`src/rtl/display_scanner_pkg.sv`:
```
// Shared clock-display constants: segment codes, page encodings, snapshot layout.
// Combinational helpers only; no state, no latency.
package display_scanner_pkg;

    localparam int REFRESH_DIV_DEFAULT = 100000;

    localparam logic PAGE_TIME = 1'b0;
    localparam logic PAGE_DATE = 1'b1;

    // Active-low segment codes, bit order gfedcba.
    localparam logic [6:0] SEG_0     = 7'h40;
    localparam logic [6:0] SEG_1     = 7'h79;
    localparam logic [6:0] SEG_2     = 7'h24;
    localparam logic [6:0] SEG_3     = 7'h30;
    localparam logic [6:0] SEG_4     = 7'h19;
    localparam logic [6:0] SEG_5     = 7'h12;
    localparam logic [6:0] SEG_6     = 7'h02;
    localparam logic [6:0] SEG_7     = 7'h78;
    localparam logic [6:0] SEG_8     = 7'h00;
    localparam logic [6:0] SEG_9     = 7'h10;
    localparam logic [6:0] SEG_DASH  = 7'h3F;
    localparam logic [6:0] SEG_BLANK = 7'h7F;

    typedef struct packed {
        logic       page;
        logic [1:0] dhr;
        logic [3:0] uhr;
        logic [3:0] dmin;
        logic [3:0] umin;
        logic [2:0] dsec;
        logic [3:0] usec;
        logic [3:0] dec;
        logic [3:0] cen;
        logic [1:0] dday;
        logic [3:0] uday;
        logic       dmes;
        logic [3:0] umes;
    } snap_t;

    function automatic logic [6:0] digit_seg(input logic [3:0] d);
        case (d)
            4'd0:    return SEG_0;
            4'd1:    return SEG_1;
            4'd2:    return SEG_2;
            4'd3:    return SEG_3;
            4'd4:    return SEG_4;
            4'd5:    return SEG_5;
            4'd6:    return SEG_6;
            4'd7:    return SEG_7;
            4'd8:    return SEG_8;
            4'd9:    return SEG_9;
            default: return SEG_DASH;
        endcase
    endfunction

endpackage

```
`src/rtl/display_scanner_if.sv`:
```
// Digit inputs and multiplexed display outputs of the scanner.
// Plain wires; no handshake, the display side never stalls.
interface display_scanner_if;
    logic       page;
    logic [3:0] centesimas;
    logic [3:0] decimas;
    logic [3:0] unidadesSegundo;
    logic [2:0] decenasSegundo;
    logic [3:0] unidadesMinuto;
    logic [3:0] decenasMinuto;
    logic [3:0] unidadesHora;
    logic [1:0] decenasHora;
    logic [3:0] unidadesDia;
    logic [1:0] decenasDia;
    logic [3:0] unidadesMes;
    logic       decenasMes;
    logic [7:0] an;
    logic [6:0] seg;
    logic       dp;
    logic       frame_tick;

    modport master (
        output page, centesimas, decimas, unidadesSegundo, decenasSegundo,
               unidadesMinuto, decenasMinuto, unidadesHora, decenasHora,
               unidadesDia, decenasDia, unidadesMes, decenasMes,
        input  an, seg, dp, frame_tick
    );

    modport slave (
        input  page, centesimas, decimas, unidadesSegundo, decenasSegundo,
               unidadesMinuto, decenasMinuto, unidadesHora, decenasHora,
               unidadesDia, decenasDia, unidadesMes, decenasMes,
        output an, seg, dp, frame_tick
    );
endinterface

```
`src/rtl/display_scanner_bcd_to_seg.sv`:
```
// Digit to 7-segment decoder with blank/dash overrides (blank wins).
// Purely combinational; no backpressure.
module bcd_to_seg
    import display_scanner_pkg::*;
(
    input  logic [3:0] digit_i,
    input  logic       blank_i,
    input  logic       dash_i,
    output logic [6:0] seg_o
);

    always_comb begin
        if (blank_i)     seg_o = SEG_BLANK;
        else if (dash_i) seg_o = SEG_DASH;
        else             seg_o = digit_seg(digit_i);
    end

endmodule

```
`src/rtl/display_scanner.sv`:
```
// Eight-digit multiplexed time/date scanner with per-frame input snapshot.
// Outputs registered, one cycle after idx/snapshot; free-running, no backpressure.
module display_scanner
    import display_scanner_pkg::*;
#(
    parameter int REFRESH_DIV = REFRESH_DIV_DEFAULT
) (
    input  logic              clk,
    input  logic              rst,
    display_scanner_if.slave  bus
);

    localparam int CW = (REFRESH_DIV > 2) ? $clog2(REFRESH_DIV) : 1;

    logic [CW-1:0] cnt_q, cnt_d;
    logic [2:0]    idx_q, idx_d;
    snap_t         snap_q, snap_d, live;
    logic [7:0]    an_q, an_d;
    logic [6:0]    seg_q, seg_d;
    logic          dp_q, dp_d;
    logic          tick_q, tick_d;
    logic          cnt_last;

    logic [5:0]    day_bin;
    logic [4:0]    mon_bin;
    logic          day_bad, mon_bad, day_carry, mon_carry;
    logic [3:0]    day_t1, day_u1, mon_t1, mon_u1;
    logic [3:0]    dig;
    logic          blank, dash;

    always_comb begin
        live.page = bus.page;
        live.dhr  = bus.decenasHora;
        live.uhr  = bus.unidadesHora;
        live.dmin = bus.decenasMinuto;
        live.umin = bus.unidadesMinuto;
        live.dsec = bus.decenasSegundo;
        live.usec = bus.unidadesSegundo;
        live.dec  = bus.decimas;
        live.cen  = bus.centesimas;
        live.dday = bus.decenasDia;
        live.uday = bus.unidadesDia;
        live.dmes = bus.decenasMes;
        live.umes = bus.unidadesMes;
    end

    always_comb begin
        cnt_last = (cnt_q == CW'(REFRESH_DIV - 1));
        cnt_d    = cnt_last ? '0 : cnt_q + CW'(1);
        idx_d    = cnt_last ? idx_q - 3'd1 : idx_q;
        tick_d   = cnt_last && (idx_q == 3'd0);
        snap_d   = ((cnt_q == '0) && (idx_q == 3'd7)) ? live : snap_q;
        an_d     = ~(8'd1 << idx_q);
    end

    // Date fields are shown 1-based; a non-BCD units digit is passed through so it decodes as a dash.
    always_comb begin
        day_bin   = 6'(snap_d.dday) * 6'd10 + 6'(snap_d.uday);
        mon_bin   = 5'(snap_d.dmes) * 5'd10 + 5'(snap_d.umes);
        day_bad   = day_bin > 6'd30;
        mon_bad   = mon_bin > 5'd11;
        day_carry = (snap_d.uday == 4'd9);
        mon_carry = (snap_d.umes == 4'd9);
        day_u1    = day_carry ? 4'd0 : ((snap_d.uday > 4'd9) ? snap_d.uday : snap_d.uday + 4'd1);
        mon_u1    = mon_carry ? 4'd0 : ((snap_d.umes > 4'd9) ? snap_d.umes : snap_d.umes + 4'd1);
        day_t1    = 4'(snap_d.dday) + 4'(day_carry);
        mon_t1    = 4'(snap_d.dmes) + 4'(mon_carry);
    end

    // Content follows snap_d so the first cycle of a frame already shows the fresh snapshot.
    always_comb begin
        dig   = 4'd0;
        blank = 1'b0;
        dash  = 1'b0;
        dp_d  = 1'b1;
        if (snap_d.page == PAGE_TIME) begin
            case (idx_q)
                3'd7: begin dig = {2'b00, snap_d.dhr}; blank = (snap_d.dhr == 2'd0); end
                3'd6: begin dig = snap_d.uhr; dp_d = 1'b0; end
                3'd5: dig = snap_d.dmin;
                3'd4: begin dig = snap_d.umin; dp_d = 1'b0; end
                3'd3: dig = {1'b0, snap_d.dsec};
                3'd2: begin dig = snap_d.usec; dp_d = 1'b0; end
                3'd1: dig = snap_d.dec;
                default: dig = snap_d.cen;
            endcase
        end else begin
            case (idx_q)
                3'd7: begin dig = day_t1; dash = day_bad; end
                3'd6: begin dig = day_u1; dash = day_bad; end
                3'd5: dash = 1'b1;
                3'd4: begin dig = mon_t1; dash = mon_bad; end
                3'd3: begin dig = mon_u1; dash = mon_bad; end
                default: blank = 1'b1;
            endcase
        end
    end

    bcd_to_seg u_bcd_to_seg (
        .digit_i (dig),
        .blank_i (blank),
        .dash_i  (dash),
        .seg_o   (seg_d)
    );

    always_ff @(posedge clk) begin
        if (rst) begin
            cnt_q  <= '0;
            idx_q  <= 3'd7;
            snap_q <= '0;
            an_q   <= 8'hFF;
            seg_q  <= SEG_BLANK;
            dp_q   <= 1'b1;
            tick_q <= 1'b0;
        end else begin
            cnt_q  <= cnt_d;
            idx_q  <= idx_d;
            snap_q <= snap_d;
            an_q   <= an_d;
            seg_q  <= seg_d;
            dp_q   <= dp_d;
            tick_q <= tick_d;
        end
    end

    assign bus.an         = an_q;
    assign bus.seg        = seg_q;
    assign bus.dp         = dp_q;
    assign bus.frame_tick = tick_q;

endmodule

```
`src/flat_wrapper.sv`:
```
// flat-port wrapper written by rule: the top's interface ports become plain ports
module display_scanner_flat import display_scanner_pkg::*;
#(
    parameter int REFRESH_DIV = REFRESH_DIV_DEFAULT
)
  (clk, rst, bus_page, bus_centesimas, bus_decimas, bus_unidadesSegundo, bus_decenasSegundo, bus_unidadesMinuto, bus_decenasMinuto, bus_unidadesHora, bus_decenasHora, bus_unidadesDia, bus_decenasDia, bus_unidadesMes, bus_decenasMes, bus_an, bus_seg, bus_dp, bus_frame_tick);
  display_scanner_if bus_i ();
  input  logic clk;
  input  logic rst;
  input wire logic [$bits(bus_i.page)-1:0] bus_page;
  input wire logic [$bits(bus_i.centesimas)-1:0] bus_centesimas;
  input wire logic [$bits(bus_i.decimas)-1:0] bus_decimas;
  input wire logic [$bits(bus_i.unidadesSegundo)-1:0] bus_unidadesSegundo;
  input wire logic [$bits(bus_i.decenasSegundo)-1:0] bus_decenasSegundo;
  input wire logic [$bits(bus_i.unidadesMinuto)-1:0] bus_unidadesMinuto;
  input wire logic [$bits(bus_i.decenasMinuto)-1:0] bus_decenasMinuto;
  input wire logic [$bits(bus_i.unidadesHora)-1:0] bus_unidadesHora;
  input wire logic [$bits(bus_i.decenasHora)-1:0] bus_decenasHora;
  input wire logic [$bits(bus_i.unidadesDia)-1:0] bus_unidadesDia;
  input wire logic [$bits(bus_i.decenasDia)-1:0] bus_decenasDia;
  input wire logic [$bits(bus_i.unidadesMes)-1:0] bus_unidadesMes;
  input wire logic [$bits(bus_i.decenasMes)-1:0] bus_decenasMes;
  output wire logic [$bits(bus_i.an)-1:0] bus_an;
  output wire logic [$bits(bus_i.seg)-1:0] bus_seg;
  output wire logic [$bits(bus_i.dp)-1:0] bus_dp;
  output wire logic [$bits(bus_i.frame_tick)-1:0] bus_frame_tick;
  assign bus_i.page = bus_page;
  assign bus_i.centesimas = bus_centesimas;
  assign bus_i.decimas = bus_decimas;
  assign bus_i.unidadesSegundo = bus_unidadesSegundo;
  assign bus_i.decenasSegundo = bus_decenasSegundo;
  assign bus_i.unidadesMinuto = bus_unidadesMinuto;
  assign bus_i.decenasMinuto = bus_decenasMinuto;
  assign bus_i.unidadesHora = bus_unidadesHora;
  assign bus_i.decenasHora = bus_decenasHora;
  assign bus_i.unidadesDia = bus_unidadesDia;
  assign bus_i.decenasDia = bus_decenasDia;
  assign bus_i.unidadesMes = bus_unidadesMes;
  assign bus_i.decenasMes = bus_decenasMes;
  assign bus_an = bus_i.an;
  assign bus_seg = bus_i.seg;
  assign bus_dp = bus_i.dp;
  assign bus_frame_tick = bus_i.frame_tick;
  display_scanner #(.REFRESH_DIV(REFRESH_DIV)) u_core (.clk(clk), .rst(rst), .bus(bus_i));
endmodule
```
`config.mk`:
```
export PLATFORM = sky130hd
export DESIGN_NAME = display_scanner_flat
export DESIGN_NICKNAME = d
export VERILOG_FILES = /design/src/rtl/display_scanner_pkg.sv /design/src/rtl/display_scanner_if.sv /design/src/rtl/display_scanner_bcd_to_seg.sv /design/src/rtl/display_scanner.sv /design/src/flat_wrapper.sv
export SDC_FILE = /design/constraint.sdc
export NUM_CORES = 1
export LEC_CHECK = 0
export BUFFER_PORTS_ARGS = -buffer_cell sky130_fd_sc_hd__buf_2
export CAP_MARGIN = 40
export CORE_UTILIZATION = 50
export DETAILED_ROUTE_END_ITERATION = 12
export PLACE_DENSITY = 0.71
export SETUP_SLACK_MARGIN = 0.1
export SYNTH_ARGS = -nofsm -noshare
export SYNTH_HDL_FRONTEND = slang
export SYNTH_SLANG_ARGS = --single-unit
```
`constraint.sdc`:
```
create_clock -name clk -period 6.5 [get_ports clk]
set_input_delay 0.975 -clock clk [delete_from_list [all_inputs] [get_ports clk]]
set_output_delay 0.975 -clock clk [all_outputs]
set_load 0.005 [all_outputs]
```
==> results of run 1 <==
==> per-stage QoR <==
step,instances,area (um^2),total power (W)
2_1_floorplan,503,4340,0.000739
3_3_place_gp,638,4620,0.000797
3_5_place_dp,640,4660,0.000806
4_1_cts,656,4880,0.00121
5_1_grt,656,4880,0.00127
6_report,656,4880,0.00121
==> placed cells by master (no fill, tap or decap), types with 9 or more instances in the layout <==
cell type / instances
nor3_1: 10
xnor2_1: 14
nand2_1: 60
mux2i_1: 24
ha_1: 24
dfxtp_1: 78
buf_2: 59
a21oi_1: 26
nor2b_1: 9
xor2_1: 10
nand3_1: 15
o21ai_0: 16
nand2b_1: 10
nor2_1: 51
clkbuf_8: 9
inv_1: 15
==> layer usage <==
layer / GRT usage, % / up-vias / routed length [um]
li1: - / 1858 / -
met1: 31.8 / 1777 / 4890
met2: 41.1 / 137 / 5160
met3: 5.66 / 30 / 585
met4: 10.6 / 0 / 343
met5: 0 / - / 0
==> how the worst min path moves through the flow <==
stage,start,to
final,u_core.snap_q[23]$_SDFF_PP0_,u_core.snap_q[23]$_SDFF_PP0_
after global routing,u_core.snap_q[37]$_SDFF_PP0_,u_core.snap_q[37]$_SDFF_PP0_
after CTS,u_core.snap_q[23]$_SDFF_PP0_,u_core.snap_q[23]$_SDFF_PP0_
after detailed placement,u_core.snap_q[23]$_SDFF_PP0_,u_core.snap_q[23]$_SDFF_PP0_
after global placement,u_core.snap_q[23]$_SDFF_PP0_,u_core.snap_q[23]$_SDFF_PP0_
after floorplan,u_core.snap_q[16]$_SDFF_PP0_,u_core.snap_q[16]$_SDFF_PP0_
==> where the power goes <==
group	internal, W	leakage (nW)	switching (W)
clock	0.000219	0.104	0.000194
combinational	0.000110	1.30	0.000155
sequential	0.000512	0.640	0.0000202
total	0.000841	2.04	0.000369
==> worst max-delay path, cell delays in order, from the launching register on <==
cell and delay (ns):
dfxtp_1 0.43, ha_1 0.44, and2_1 0.26, and4_1 0.54
nand2_8 0.32, mux2i_1 0.36, inv_1 0.12, ha_1 0.27
nor2_1 0.14, o21ai_0 0.15, or4_1 0.43, o311a_1 0.14
o2111ai_1 0.10, o21ai_1 0.11, a311oi_2 0.49, inv_2 0.13
ha_1 0.23, nor3b_1 0.15, o31ai_1 0.19
==> layout make-up <==
type | instances | area (um^2)
Fill cell | 780 | 3410
Multi-Input combinational cell | 379 | 2570
Sequential cell | 78 | 1560
Timing Repair Buffer | 62 | 345
Tap cell | 105 | 131
Clock buffer | 10 | 128
Clock inverter | 6 | 92.6
Inverter | 16 | 60.1
==> kinds of logic (layout without fill, tap and decap cells) <==
logic type	count (synthesis)	after routing	synth area share (%)
adders and majority gates	24	24	6.92
DFF	78	78	36.0
AOI/OAI and AO/OA	98	98	15.9
buffers and inverters	46	94	4.87
and+or+nand+nor	202	202	23.6
muxes	31	31	7.87
xor gates and xnor gates	24	24	4.84
==> state kept, by name, indices dropped and copies added (netlist names) <==
signal,count
u_core.cnt_q,17
u_core.bus.frame_tick,1
u_core.idx_q,3
u_core.bus.an,8
u_core.snap_q,41
u_core.bus.seg,7
u_core.bus.dp,1
==> Yosys cell counts (6+ instances only) <==
cell	number
a21oi_1	26
a31oi_1	6
and2_1	6
and3_1	6
clkbuf_1	20
dfxtp_1	78
ha_1	24
inv_1	15
mux2i_1	24
nand2_1	60
nand2b_1	10
nand3_1	15
nand4_1	6
nor2_1	51
nor2b_1	9
nor3_1	10
o21ai_0	16
xnor2_1	14
xor2_1	10
==> impl_results.md, run 1 <==
- Tmin final: 5.07 ns
- Initial Utilization: 52.3%
- Die W: around 95 um
- Maximum vdd drop: about 0.14 mV
- Residual DRC count: 0
- EDFF count, synth: 0
- Via density: between 5 and 6
- CTS Buf Count: 9
- H-tree depth: 3
- P_leak: 2.04 nW
- PD cells: 248 nW/um^2
- RSZ-0062 raised after global routing: false
- Number of I/O pins: 60
- Relative slew slack: 53.3%
- Post-Place Worst Slack: 1.50 ns
- Die Area: 9050 um^2
- Num rows: 33
- Critical Path End: u_core.bus.seg[4]$_SDFF_PP1_
- GP Congestion: 0.866
- Crit path required time: a little under 7 ns
- Status: completed
- Clk pin slew, worst setup/hold paths: 0.09 ns
- Post-CTS setup buffer count: 0
- Number of global-route vias before repair: 3,618
- Cell count after synthesis: 503
- FF-to-FF setup slack: ~1.4 ns
- First-pass DRT Iterations: 5
- Sink Count: 78
- Fmax: 0.197 GHz
- Max cap viols: 0
- Syn. warnings: 0
- Top-area cell type share of the netlist area: roughly 36%
- Largest area contributor in the netlist: dfxtp_1
- Hold Path Class: flop to flop
- Wire per inst: 16.7 um
- Root buffer cell: clkbuf_8
- Clock Latency Late Sink: about 0.35 ns
- Synth area leaders: dfxtp_1 (36%), ha_1 (6.9%), mux2i_1 (5.5%), nand2_1 (5.2%), nor2_1 (4.4%)
- PortBufs: around 60
- Critical path capture point type: flop
- Initial DRC count: 296
- Post_cts resized: 0
- Final slew viol count: 0
- Core area: 8300 um^2
- Remaining antenna violation count: 0
- Synth unique cells: 73
- Worst flop-to-flop path startpoint: u_core.idx_q[1]$_SDFFE_PP1P_
- Critical R2R Capture: u_core.bus.seg[4]$_SDFF_PP1_
- FF+latch count, synth: 78
- Die H: 95.2 um
- Share of cells above drive strength 1: 18.5%
- Global-route wire length before repair: 17,500 um
- Detailed-route wire length: 11,000 um
- Slew @ Worst Pin: 0.695 ns
- GRT Util Overall: approximately 25%
- Sequential area share after synthesis: a little over a third
- Post-detail-place hpwl: between 8000 and 9000 um
- Final Hold Fails: 0
- Crit share post-route: between 70% and 80%
- CTS tree: built
- Fin util: ~59%
- Crit. Startpoint: u_core.idx_q[1]$_SDFFE_PP1P_
- Startpoint types: flop
- GR Overflow Total: 0
- Final setup viols: 0
- Via Count: 3,802
- Synth-to-layout area growth: 12.6%
- Hold slack: 0.467 ns
- Synth Cell Area: 4340 um^2
- Worst Skew: between 0.01 and 0.015 ns
- Hold path cells: 2
- CP arrival: 5.34 ns
- Final WS setup: 1.43 ns
- Syn Area/Cell: 8.63 um^2
- Final net count: about 610
- CTS Hold Buffers Added: 0
- CP Class: flop to flop
- Setup_tns: 0 ns
- Pin count of the biggest net entering global routing: 47
- N_diodes: 0
- Clock Tree Buf Depth: 2
- Async SR Flop Fraction: 0%
- Primary FF master, synth: dfxtp_1
- Crit Path Max Fanout: between 40 and 50
- Initial antenna violation count: 0
- Reg2Reg Depth: 18
- Syn nets: 570
Power figures use the tool's default switching activity.
==> inputs of run 2 (changes only) <==
==> constraint.sdc (replaced) <==
create_clock -name clk -period 4.76 [get_ports clk]
set_input_delay 0.714 -clock clk [delete_from_list [all_inputs] [get_ports clk]]
set_output_delay 0.714 -clock clk [all_outputs]
set_load 0.005 [all_outputs]
==> run 2 against run 1 <==
Final cell count grew 0.76%. Maximum frequency grew 16%. Utilization grew 0.41 points. Worst setup slack lost 1.0 ns. Combinational power grew 44%. Largest power group unchanged.
==> impl_results.md, run 2 (synthesized netlist as in run 1, its figures left out) <==
- Fill count: 741
- Max cap viols: 0
- Flip-flop count of the largest register after layout: 41
- Die Area: roughly 9000 um^2
- Remaining antenna violation count: 0
- Root buffer cell: clkbuf_8
- Largest register by flop count: u_core.snap_q
- Die W: 95.2 um
- Global-route wire length before repair: 17,400 um
- Crit path required time: between 5 and 6 ns
- Core area: 8300 um^2
- PD cells: between 300 and 400 nW/um^2
- Commonest non-fill, non-tap cell in the layout: dfxtp_1
- CTS tree: built
- Critical path capture point type: flop
- Clock Latency Late Sink: between 0.3 and 0.4 ns
- Tmin final: roughly 4.4 ns
- Setup_tns: 0 ns
- RSZ-0062 raised after global routing: false
- Startpoint types: flop
- Synth-to-layout area growth: 13.4%
- Multi-input logic area: 2600 um^2
- Crit Path Max Fanout: 11
- Slew @ Worst Pin: 0.777 ns
- CTS Buf Count: 9
- Number of I/O pins: 60
- Final setup viols: 0
- Num rows: 33
- Die H: 95.2 um
- GR Overflow Total: 0
- Final net count: 618
- CP arrival: 4.62 ns
- Storage cell area: 1560 um^2
- GRT Util Overall: 25.3%
- Crit share post-route: 91.6%
- Pin count of the biggest net entering global routing: 43
- Initial DRC count: slightly above 300
- Final Hold Fails: 0
- N_diodes: 0
- Power consumption: 0.00160 W
- Via Count: between 3,000 and 4,000
- Post-detail-place hpwl: 8080 um
- Status: completed
- PortBufs: 59
- Maximum vdd drop: 0.186 mV
- Wire per inst: roughly 16 um
- Final slew viol count: 0
- Worst Skew: 0.0116 ns
- H-tree depth: 3
- Relative slew slack: 47.7%
- Sink Count: just under 80
- P_leak: ~2 nW
- Initial antenna violation count: 0
- Residual DRC count: 0
- Hold Path Class: flop to flop
- Via density: 5.82
- CP Class: flop to flop
- First-pass DRT Iterations: 5
- Fmax: 0.229 GHz
- CTS Hold Buffers Added: 0
- Share of cells above drive strength 1: 20.0%
- Clk pin slew, worst setup/hold paths: 0.09 ns
- Initial Utilization: 52.3%
- GP Congestion: 0.964
- Clock Tree Buf Depth: 2
- Most frequent cells in the layout: dfxtp_1 (78), nand2_1 (60), buf_2 (59), nor2_1 (51), a21oi_1 (26)
- Detailed-route wire length: 10,900 um
- Number of global-route vias before repair: 3,622
-- run 2: path summary, 6_finish.rpt --
path,start,endpoint,slack (ns),depth (start not counted)
worst max-delay path,u_core.idx_q[1]$_SDFFE_PP1P_,u_core.bus.seg[4]$_SDFF_PP1_,0.40,18
worst min-delay path,u_core.snap_q[23]$_SDFF_PP0_,u_core.snap_q[23]$_SDFF_PP0_,0.46,2
worst max register to register,u_core.idx_q[1]$_SDFFE_PP1P_,u_core.bus.seg[4]$_SDFF_PP1_,0.40,18
worst min register to register,u_core.snap_q[23]$_SDFF_PP0_,u_core.snap_q[23]$_SDFF_PP0_,0.46,2
-- run 2: area by class of cell --
type                            instances  share of cell area (%)
Clock buffer                           10                    2.59
Clock inverter                          6                    1.42
Inverter                               16                    1.22
Multi-Input combinational cell        379                    52.9
Sequential cell                        78                    31.7
Tap cell                              105                    2.67
Timing Repair Buffer                   67                    7.48
-- run 2: worst max-delay path, stage by stage (launching register included) --
cell and delay [ns]:
dfxtp_1 0.48, ha_4 0.24, and2_1 0.21, and4_2 0.37, nand2_8 0.08, mux2i_1 0.27
inv_1 0.11, ha_1 0.27, nor2_1 0.14, o21ai_0 0.18, or4_1 0.46, o311a_1 0.15
o2111ai_1 0.10, o21ai_1 0.12, a311oi_4 0.42, inv_2 0.11, ha_1 0.20, nor3b_1 0.14
o31ai_1 0.22
-- run 2: per-stage QoR --
step           setup slack, ns  cells  cell area (um^2)  hold WS [ns]  util, %
2_1_floorplan            0.596    503              4340         0.433        -
3_3_place_gp             0.482    644              4670         0.444     56.2
3_5_place_dp             0.206    645              4690         0.451     56.5
4_1_cts                  0.181    661              4880         0.463     58.9
5_1_grt                 0.0486    661              4920         0.485     59.3
6_report                 0.401    661              4920         0.464     59.3
-- run 2: what timing repair did --
item,4_1_cts,5_1_grt
setup buffers,0,0
endpoints found under the setup margin,0,7
gates resized for setup,0,6
-- run 2: routing by layer --
metal	vias to the layer above	wire [um]	track usage (%)	part of all wire, %
li1	1875	-	-	-
met1	1798	4790	31.7	44
met2	145	5090	41.4	47
met3	29	699	5.66	6.4
met4	0	282	11.1	2.6
met5	-	0	0	0
-- run 2: report_power, final --
group / internal (W) / switching (W)
Sequential: 0.000699 / 0.0000260
Combinational: 0.000159 / 0.000222
Clock: 0.000245 / 0.000253
